## config.mk

```make
export PLATFORM = sky130hd
export DESIGN_NAME = beep_detector
export DESIGN_NICKNAME = d
export VERILOG_FILES = /design/src/rtl/beep_det_pkg.sv /design/src/rtl/beep_detector_window_p2p.sv /design/src/rtl/beep_detector.sv
export SDC_FILE = /design/constraint.sdc
export NUM_CORES = 1
export LEC_CHECK = 0
export BUFFER_PORTS_ARGS = -buffer_cell sky130_fd_sc_hd__clkbuf_2
export CORE_UTILIZATION = 61
export DETAILED_ROUTE_END_ITERATION = 6
export PLACE_DENSITY = 0.81
export SLEW_MARGIN = 40
export SYNTH_ARGS = -nofsm -noshare
export SYNTH_HDL_FRONTEND = slang
export SYNTH_SLANG_ARGS = --single-unit
```

## constraint.sdc

```tcl
create_clock -name clk -period 4.5 [get_ports clk]
set_input_delay 0.45 -clock clk [delete_from_list [all_inputs] [get_ports clk]]
set_output_delay 0.45 -clock clk [all_outputs]
set_load 0.02 [all_outputs]
```

## src/rtl/beep_det_pkg.sv

```systemverilog
// Shared types and defaults for the beep detector: FSM state encoding,
// default thresholds and the debounce counter width.
package beep_det_pkg;

  typedef enum logic [1:0] {
    IDLE     = 2'd0,
    ON_PEND  = 2'd1,
    ON       = 2'd2,
    OFF_PEND = 2'd3
  } state_t;

  localparam int         WIN_LOG2_DEF = 6;
  localparam logic [7:0] TH_ON_DEF    = 8'd64;
  localparam logic [7:0] TH_OFF_DEF   = 8'd40;
  localparam int         DEB_DEF      = 3;
  localparam int         LEN_W_DEF    = 16;

  // run and gap counters never exceed DEB, which is limited to 1..15
  localparam int DEB_W = 4;

endpackage

```

## src/rtl/beep_detector_window_p2p.sv

```systemverilog
// Windowed peak-to-peak envelope: tracks max/min over 2^WIN_LOG2 valid
// samples and publishes max-min with a one-cycle strobe at each window end.
module window_p2p #(
  parameter int WIN_LOG2 = 6
) (
  input  logic       clk,
  input  logic       rst_n,
  input  logic       sample_valid,
  input  logic [7:0] sample,
  output logic [7:0] amp,
  output logic       amp_valid
);

  logic [WIN_LOG2-1:0] cnt_q, cnt_d;
  logic [7:0]          max_q, max_d;
  logic [7:0]          min_q, min_d;
  logic [7:0]          amp_q, amp_d;
  logic                amp_valid_q, amp_valid_d;

  always_comb begin
    cnt_d       = cnt_q;
    max_d       = max_q;
    min_d       = min_q;
    amp_d       = amp_q;
    amp_valid_d = 1'b0;
    if (sample_valid) begin
      if (cnt_q == '0) begin
        max_d = sample;
        min_d = sample;
      end else begin
        if (sample > max_q) max_d = sample;
        if (sample < min_q) min_d = sample;
      end
      // counter wraps to 0 on its own after the last sample of the window
      cnt_d = cnt_q + 1'b1;
      if (cnt_q == '1) begin
        amp_d       = max_d - min_d;
        amp_valid_d = 1'b1;
      end
    end
  end

  always_ff @(posedge clk or negedge rst_n) begin
    if (!rst_n) begin
      cnt_q       <= '0;
      max_q       <= '0;
      min_q       <= '0;
      amp_q       <= '0;
      amp_valid_q <= 1'b0;
    end else begin
      cnt_q       <= cnt_d;
      max_q       <= max_d;
      min_q       <= min_d;
      amp_q       <= amp_d;
      amp_valid_q <= amp_valid_d;
    end
  end

  assign amp       = amp_q;
  assign amp_valid = amp_valid_q;

endmodule

```

## src/rtl/beep_detector.sv

```systemverilog
// Tone-presence detector: hysteresis plus debounce on windowed amplitude,
// emitting a one-cycle pulse_done with the beep length in windows.
module beep_detector
  import beep_det_pkg::*;
#(
  parameter int         WIN_LOG2 = WIN_LOG2_DEF,
  parameter logic [7:0] TH_ON    = TH_ON_DEF,
  parameter logic [7:0] TH_OFF   = TH_OFF_DEF,
  parameter int         DEB      = DEB_DEF,
  parameter int         LEN_W    = LEN_W_DEF
) (
  input  logic             clk,
  input  logic             rst,
  input  logic             sample_valid,
  input  logic [7:0]       sample,
  output logic [7:0]       amp,
  output logic             amp_valid,
  output logic             beep_on,
  output logic             pulse_done,
  output logic [LEN_W-1:0] pulse_len
);

  localparam logic [DEB_W-1:0] DEB_V      = DEB_W'(DEB);
  localparam bit               DEB_IS_ONE = (DEB == 1);
  localparam logic [LEN_W-1:0] LEN_MAX    = '1;
  localparam int               SUM_W      = LEN_W + DEB_W + 1;

  window_p2p #(
    .WIN_LOG2 (WIN_LOG2)
  ) u_window (
    .clk          (clk),
    .rst_n        (rst),
    .sample_valid (sample_valid),
    .sample       (sample),
    .amp          (amp),
    .amp_valid    (amp_valid)
  );

  state_t           state_q, state_d;
  logic [DEB_W-1:0] run_q, run_d;
  logic [DEB_W-1:0] gap_q, gap_d;
  logic [LEN_W-1:0] len_q, len_d;
  logic [LEN_W-1:0] pulse_len_q, pulse_len_d;
  logic             pulse_done_q, pulse_done_d;
  logic             beep_on_q, beep_on_d;

  logic             hi, lo, confirm_off;
  logic [DEB_W-1:0] run_nxt, gap_nxt;
  logic [LEN_W-1:0] len_inc, len_rejoin;
  logic [SUM_W-1:0] rejoin_sum;

  assign hi      = (amp >= TH_ON);
  assign lo      = (amp < TH_OFF);
  assign run_nxt = run_q + 1'b1;
  assign gap_nxt = gap_q + 1'b1;
  assign len_inc = (len_q == LEN_MAX) ? len_q : len_q + 1'b1;

  // a broken off-run folds its gap windows back into the beep length
  assign rejoin_sum = SUM_W'(len_q) + SUM_W'(gap_q) + SUM_W'(1);
  assign len_rejoin = (rejoin_sum > SUM_W'(LEN_MAX)) ? LEN_MAX : rejoin_sum[LEN_W-1:0];

  always_comb begin
    state_d      = state_q;
    run_d        = run_q;
    gap_d        = gap_q;
    len_d        = len_q;
    pulse_len_d  = pulse_len_q;
    pulse_done_d = 1'b0;
    confirm_off  = 1'b0;
    if (amp_valid) begin
      case (state_q)
        IDLE: begin
          if (hi) begin
            run_d   = DEB_W'(1);
            len_d   = LEN_W'(1);
            state_d = DEB_IS_ONE ? ON : ON_PEND;
          end
        end
        ON_PEND: begin
          if (hi) begin
            run_d = run_nxt;
            len_d = len_inc;
            if (run_nxt == DEB_V) state_d = ON;
          end else begin
            state_d = IDLE;
          end
        end
        ON: begin
          if (lo) begin
            gap_d = DEB_W'(1);
            if (DEB_IS_ONE) confirm_off = 1'b1;
            else            state_d     = OFF_PEND;
          end else begin
            len_d = len_inc;
          end
        end
        OFF_PEND: begin
          if (lo) begin
            gap_d = gap_nxt;
            if (gap_nxt == DEB_V) confirm_off = 1'b1;
          end else begin
            len_d   = len_rejoin;
            state_d = ON;
          end
        end
        default: state_d = IDLE;
      endcase
      if (confirm_off) begin
        state_d      = IDLE;
        pulse_done_d = 1'b1;
        pulse_len_d  = len_q;
      end
    end
    beep_on_d = (state_d == ON) || (state_d == OFF_PEND);
  end

  always_ff @(posedge clk or negedge rst) begin
    if (!rst) begin
      state_q      <= IDLE;
      run_q        <= '0;
      gap_q        <= '0;
      len_q        <= '0;
      pulse_len_q  <= '0;
      pulse_done_q <= 1'b0;
      beep_on_q    <= 1'b0;
    end else begin
      state_q      <= state_d;
      run_q        <= run_d;
      gap_q        <= gap_d;
      len_q        <= len_d;
      pulse_len_q  <= pulse_len_d;
      pulse_done_q <= pulse_done_d;
      beep_on_q    <= beep_on_d;
    end
  end

  assign beep_on    = beep_on_q;
  assign pulse_done = pulse_done_q;
  assign pulse_len  = pulse_len_q;

endmodule

```

==> flow_summary.toml, run 1 <==
[run_status]
status = "finished clean"

[synthesis]
avgSynthCellArea_sq_um = 9.10
synth_cell_types = 54
yosysWarnings = 0
netlist_instances = 535
ys_ff_latch = 75
synth_area_leader_cell = "dfrtp_1"
synth_top_cells_by_area = "dfrtp_1 (39%), ha_1 (10%), mux2_2 (6.9%)"
syn_area_sq_mm = 0.00487
async_flop_share_pct = 100
synth_ff_type = "dfrtp_1"
synth_edf_count = 0
syn-num-nets = 588
yosysSeqAreaShare_pct = 38.5
synth_top_area_share_pct = 38.5

[critical_path]
worst-r2r-cell-count = 15
r2r_end = "u_window.amp[7]$_DFFE_PN0P_"
cp-start-kind = "register"
r2r_start = "u_window.min_q[6]$_DFFE_PN0P_"
startpoint = "u_window.min_q[6]$_DFFE_PN0P_"
path_class = "register to register"
crit_required_ns = 4.80
cp-end-kind = "register"
crit_fanout = 8
reg2reg_slack_ns = 0.74
worstPathArrival_ns = 4.06

[timing]
timing.fmax_ghz = 0.266
clock_skew_ns = 0.00829
setup_slack_ns = 0.737
final_hold_viol_count = 0
worst_slew_pin_slew_ns = 0.868
holdWs_ns = 0.108
report.final.slew_viol_count = 0
fin_crit_ns = 3.76
min_period_over_period_pct = 83.6
finalSetupTns_ns = 0
rsz0062_at_grt = "no"
setup_viol = 0
relSlewSlack_pct = 41.9

[pwr]
powerDensity_mw_per_mm2 = 448
power_mw = 2.37
irDropWorstVdd_v = 0.000380
leakage_nw = 2.48

[global_route]
grt_pass1_vias = 3972
grt_pass1_wl_microns = 18400
grt_max_degree = 76
grt_remaining_overflow = 0
grt.total_usage_pct = 27.7
antenna_found_initial = 0

[final_layout]
areaGrowthSynthToFinish_pct = 8.76
nets = 616
antenna_cells = 0
final_util_pct = 68.5
drive_above_1_share_pct = 16.2

[cts]
cts_tree = "built"
holdBufCountCts = 0
clk_latency_ns = 0.35
post-cts-setup-buffers = 0
htree_levels = 3
cts.sinks = 75
ctsResizeCount = 0
cts-root-buf = "clkbuf_8"
numCtsBuffers = 9
cts.clk_slew.worst_paths_ns = 0.08
cts_buffer_depth = 2

[place]
gp_congestion = 0.906
dpl_worst_slack_ns = 0.628
portBuffers = 37
hpwl_microns = 7690

[floorplan]
die_height_microns = 91.4
dieWidth_microns = 91.4
core-area_sq_mm = 0.00773
die-area_sq_mm = 0.00834
io_pins = 38
std_cell_rows = 32
initial_core_util_pct = 63.0

[route]
vias = 4088
ant_nets = 0
drt-total-wl_microns = 10700
drt-initial-drc-count = 221
wl_per_cell_microns = 16.0
drc = 0
drtPass1Iterations = 5
vias_per_cell = 6.10

[flow_run]
max-cap-violations = 0

[worst_hold_path]
min_path_type = "input port to async pin"
[synth_stat cells, drive strengths merged, types with 4 or more instances]
cell type and instances:
nor2b 4, nand3 13, nor3 14, nand2b 6, nor4 4, dfrtp 75
a31oi 10, a21o 6, nand2 61, a21boi 4, inv 40, ha 40
a22o 7, nand4 12, or3 6, a211oi 5, clkbuf 18, mux2i 7
mux2 30, xnor2 9, xor2 8, nor2 22, or2 4, a22oi 7
and3 4, o21ai 62, a21oi 25
[cells in the final DEF (no fill, tap or decap), types with 2 or more instances in the layout]
cell,synthesis,final
a211oi_1,5,5
a21boi_0,3,3
a21o_1,6,6
a21oi_1,25,25
a22o_1,7,7
a22oi_1,7,7
a31o_2,2,2
a31oi_1,10,10
and3_1,4,4
clkbuf_2,0,36
clkbuf_8,0,10
clkinv_2,0,2
clkinvlp_4,0,3
dfrtp_1,75,75
fa_1,2,2
ha_1,40,40
inv_1,40,40
mux2_2,30,30
mux2i_1,7,7
nand2_1,61,61
nand2b_1,6,6
nand3_1,13,13
nand4_1,12,12
nor2_1,21,21
nor2b_1,4,4
nor3_1,14,14
nor4_1,3,3
o211ai_1,3,3
o21ai_0,60,60
o21bai_1,2,2
o31ai_1,3,3
o41ai_1,2,2
or2_0,2,2
or2_2,2,2
or3_1,6,6
or4_1,3,3
xnor2_1,9,9
xor2_1,8,8
[power by group]
group / internal (mW) / switching, mW
Sequential: 0.784 / 0.0917
Combinational: 0.454 / 0.562
Clock: 0.214 / 0.265
Total: 1.45 / 0.919
[flip-flops by register name, summed over array words and instances, names as in the netlist]
name	flops
run_q	4
pulse_done	1
u_window.max_q	8
beep_on	1
u_window.min_q	8
len_q	16
u_window.amp_valid	1
u_window.amp	8
state_q	2
gap_q	4
pulse_len	16
u_window.cnt_q	6
[layer usage]
layer / share of wire (%) / GRT usage, % / vias up
met3: 4.3 / 4.94 / 27
met4: 3.0 / 13.9 / 0
met2: 49 / 44.8 / 130
li1: - / - / 1980
met5: 0 / 0 / -
met1: 44 / 35.8 / 1951
[cell type report]
| cell class | instances | area, sq um |
|---|---|---|
| Multi-Input combinational cell | 400 | 2770 |
| Fill cell | 605 | 2430 |
| Sequential cell | 75 | 1880 |
| Timing Repair Buffer | 37 | 191 |
| Inverter | 40 | 150 |
| Clock buffer | 10 | 138 |
| Tap cell | 102 | 128 |
| Clock inverter | 6 | 41.3 |
[logic make-up (layout without fill, tap and decap cells)]
family | Yosys count | in the layout | share of synthesized area [%]
and+or+nand+nor | 157 | 157 | 15.6
AOI/OAI and AO/OA | 147 | 147 | 18.6
DFF | 75 | 75 | 38.5
buffers and inverters | 60 | 93 | 4.73
adders and majority gates | 42 | 42 | 11.1
muxes | 37 | 37 | 8.38
xor gates and xnor gates | 17 | 17 | 3.06
[critical path, cell delays in order, from the launching register on]
cell and delay [ns]:
dfrtp_1 0.38, inv_1 0.06, ha_1 0.30, nand3_1 0.08, a21oi_1 0.15, a311oi_2 0.15
nor2_1 0.69, mux2i_1 0.34, ha_1 0.27, nor2b_1 0.13, o21ai_0 0.20, a21oi_1 0.11
o21ai_0 0.23, a211oi_1 0.13, or4_1 0.41, nand3_1 0.09
[worst max path at each step]
stage	cells after the start	end	slack (ns)
2_1_floorplan	17	u_window.amp[7]$_DFFE_PN0P_	1.11
3_3_place_gp	15	u_window.amp[7]$_DFFE_PN0P_	0.78
3_5_place_dp	15	u_window.amp[7]$_DFFE_PN0P_	0.63
4_1_cts	15	u_window.amp[7]$_DFFE_PN0P_	0.77
5_1_grt	15	u_window.amp[7]$_DFFE_PN0P_	0.40
6_report	15	u_window.amp[7]$_DFFE_PN0P_	0.74
[stage by stage]
stage / std cells / instance area (sq um)
after global routing: 670 / 5300
after global placement: 654 / 5100
after floorplan: 535 / 4870
after CTS: 670 / 5290
final: 670 / 5300
after detailed placement: 654 / 5110
No activity file was read; power rests on OpenSTA's default activity.
==> run 2: changes to the inputs <==
- clock period: 4.5 -> 3.52 ns (I/O delays scaled with it)
==> flow_summary.toml, run 2 (synthesis gave the netlist of run 1 again) <==
[global_route]
grt_pass1_wl_microns = 18700
grt_max_degree = 76
grt.total_usage_pct = 28.3
grt_pass1_vias = 4052
grt_remaining_overflow = 0
antenna_found_initial = 0

[final_layout]
multi_input_area_sq_mm = 0.00279
antenna_cells = 0
num-fill-cells = 582
nets = 636
areaGrowthSynthToFinish_pct = 13.1
final_common_cell = "dfrtp_1"
drive_above_1_share_pct = 19.6
seqCellArea_sq_mm = 0.00188
layout_common_cells = "dfrtp_1 (75), nand2_1 (61), o21ai_0 (58), inv_1 (40), ha_1 (39)"
finalInstanceArea_sq_mm = 0.00551

[cts]
numCtsBuffers = 9
holdBufCountCts = 0
clk_latency_ns = 0.34
cts_tree = "built"
cts.clk_slew.worst_paths_ns = 0.08
cts_buffer_depth = 2
htree_levels = 3
cts-root-buf = "clkbuf_8"
cts.sinks = 75

[floorplan]
std_cell_rows = 32
initial_core_util_pct = 63.0
core-area_sq_mm = 0.00773
die_height_microns = 91.4
io_pins = 38
dieWidth_microns = 91.4
die-area_sq_mm = 0.00834

[critical_path]
slowest_delay_ns = 0.41
crit_required_ns = 3.80
path_class = "register to register"
cp_cell_sequence = "inv_1 -> ha_1 -> nand4_1 -> or2_0 -> a21o_1 -> or2_2 -> a21oi_2 -> inv_1 -> ha_1 -> nor2b_1 -> o21ai_2 -> a21oi_2 -> o21ai_1 -> a211oi_1 -> or4_1 -> nand3_1"
critPathBufInv = 2
slowest_stage = "or4_1"
path_depth = 16
worst-r2r-cell-count = 16
cp-end-kind = "register"
crit_fanout = 4
cp-start-kind = "register"
path_delay_family = "simple AND/OR/NAND/NOR gates"
worstPathArrival_ns = 3.61

[timing]
setup_slack_ns = 0.184
clock_skew_ns = 0.00658
fin_crit_ns = 3.34
worst_slew_pin_slew_ns = 0.664
setup_viol = 0
timing.fmax_ghz = 0.300
min_period_over_period_pct = 94.8
report.final.slew_viol_count = 0
holdWs_ns = 0.0252
final_hold_viol_count = 0
relSlewSlack_pct = 55.8

[pwr]
leakage_nw = 2.60
powerDensity_mw_per_mm2 = 602
power_mw = 3.31
irDropWorstVdd_v = 0.000427

[route]
drtPass1Iterations = 5
drc = 0
ant_nets = 0
vias = 4140
wl_per_cell_microns = 15.9
drt-total-wl_microns = 11000
drt-initial-drc-count = 330
vias_per_cell = 6.00

[run_status]
status = "finished clean"

[place]
placed_cell_area_sq_mm = 0.00525
gp_congestion = 0.893
dpl_worst_slack_ns = -0.0474
hpwl_microns = 7910
portBuffers = 37

[worst_hold_path]
min_path_type = "input port to async pin"

[flow_run]
max-cap-violations = 0
[run 2: cell types whose count changed in the layout (fill, tap and decap cells not counted), sizes merged]
cell | previous run | this run
bufinv | 0 | 2
buf | 1 | 21
clkinvlp | 3 | 2
clkinv | 3 | 2
[run 2: layout make-up]
type | count | area share [%]
timing repair buffer | 57 | 6.20
inverter | 40 | 2.73
clock buffer | 10 | 2.50
multi-input combinational | 400 | 50.6
clock inverter | 6 | 1.61
tap | 102 | 2.32
sequential | 75 | 34.1
[run 2: routing by layer]
metal  vias up  part of all wire, %  global-route usage (%)  wire length [microns]
met4         0                  2.1                    12.2                    229
met5         -                    0                       0                      0
met3        23                  4.1                    4.02                    450
met2       120                   50                    48.0                   5490
li1       2020                    -                       -                      -
met1      1977                   44                    36.0                   4810
[run 2: through the flow]
step / std cells / util [%] / TNS (ns)
after floorplan: 535 / - / 0
after global placement: 673 / 67.9 / 0
after detailed placement: 673 / 68.0 / -0.0474
after CTS: 689 / 70.9 / 0
after global routing: 690 / 71.3 / -0.000171
final: 690 / 71.3 / 0
[run 2: where the power goes]
| part | leakage (nW) | internal [mW] | switching, mW |
|---|---|---|---|
| Combinational | 1.49 | 0.673 | 0.772 |
| Sequential | 1.00 | 1.00 | 0.111 |
| Clock | 0.108 | 0.419 | 0.338 |
| Total | 2.60 | 2.09 | 1.22 |
[run 2: timing repair]
item                                    CTS  global route
resized for setup                         1             5
pin swaps                                 0             4
setup buffers                             0             1
endpoints found under the hold margin     0             0
endpoints found under the setup margin    1             2
[run 2: path summary, 6_finish.rpt]
| check | to | slack, ns | from |
|---|---|---|---|
| setup / recovery | u_window.amp[7]$_DFFE_PN0P_ | 0.18 | u_window.max_q[6]$_DFFE_PN0P_ |
| hold / removal | len_q[3]$_DFFE_PN0P_ | 0.03 | rst |
| setup reg to reg | u_window.amp[7]$_DFFE_PN0P_ | 0.18 | u_window.max_q[6]$_DFFE_PN0P_ |
| hold reg to reg | u_window.amp[1]$_DFFE_PN0P_ | 0.49 | u_window.amp[1]$_DFFE_PN0P_ |
| max in group asynchronous | pulse_len[6]$_DFFE_PN0P_ | 3.05 | rst |
| min in group clk | u_window.cnt_q[0]$_DFFE_PN0P_ | 0.31 | sample_valid |
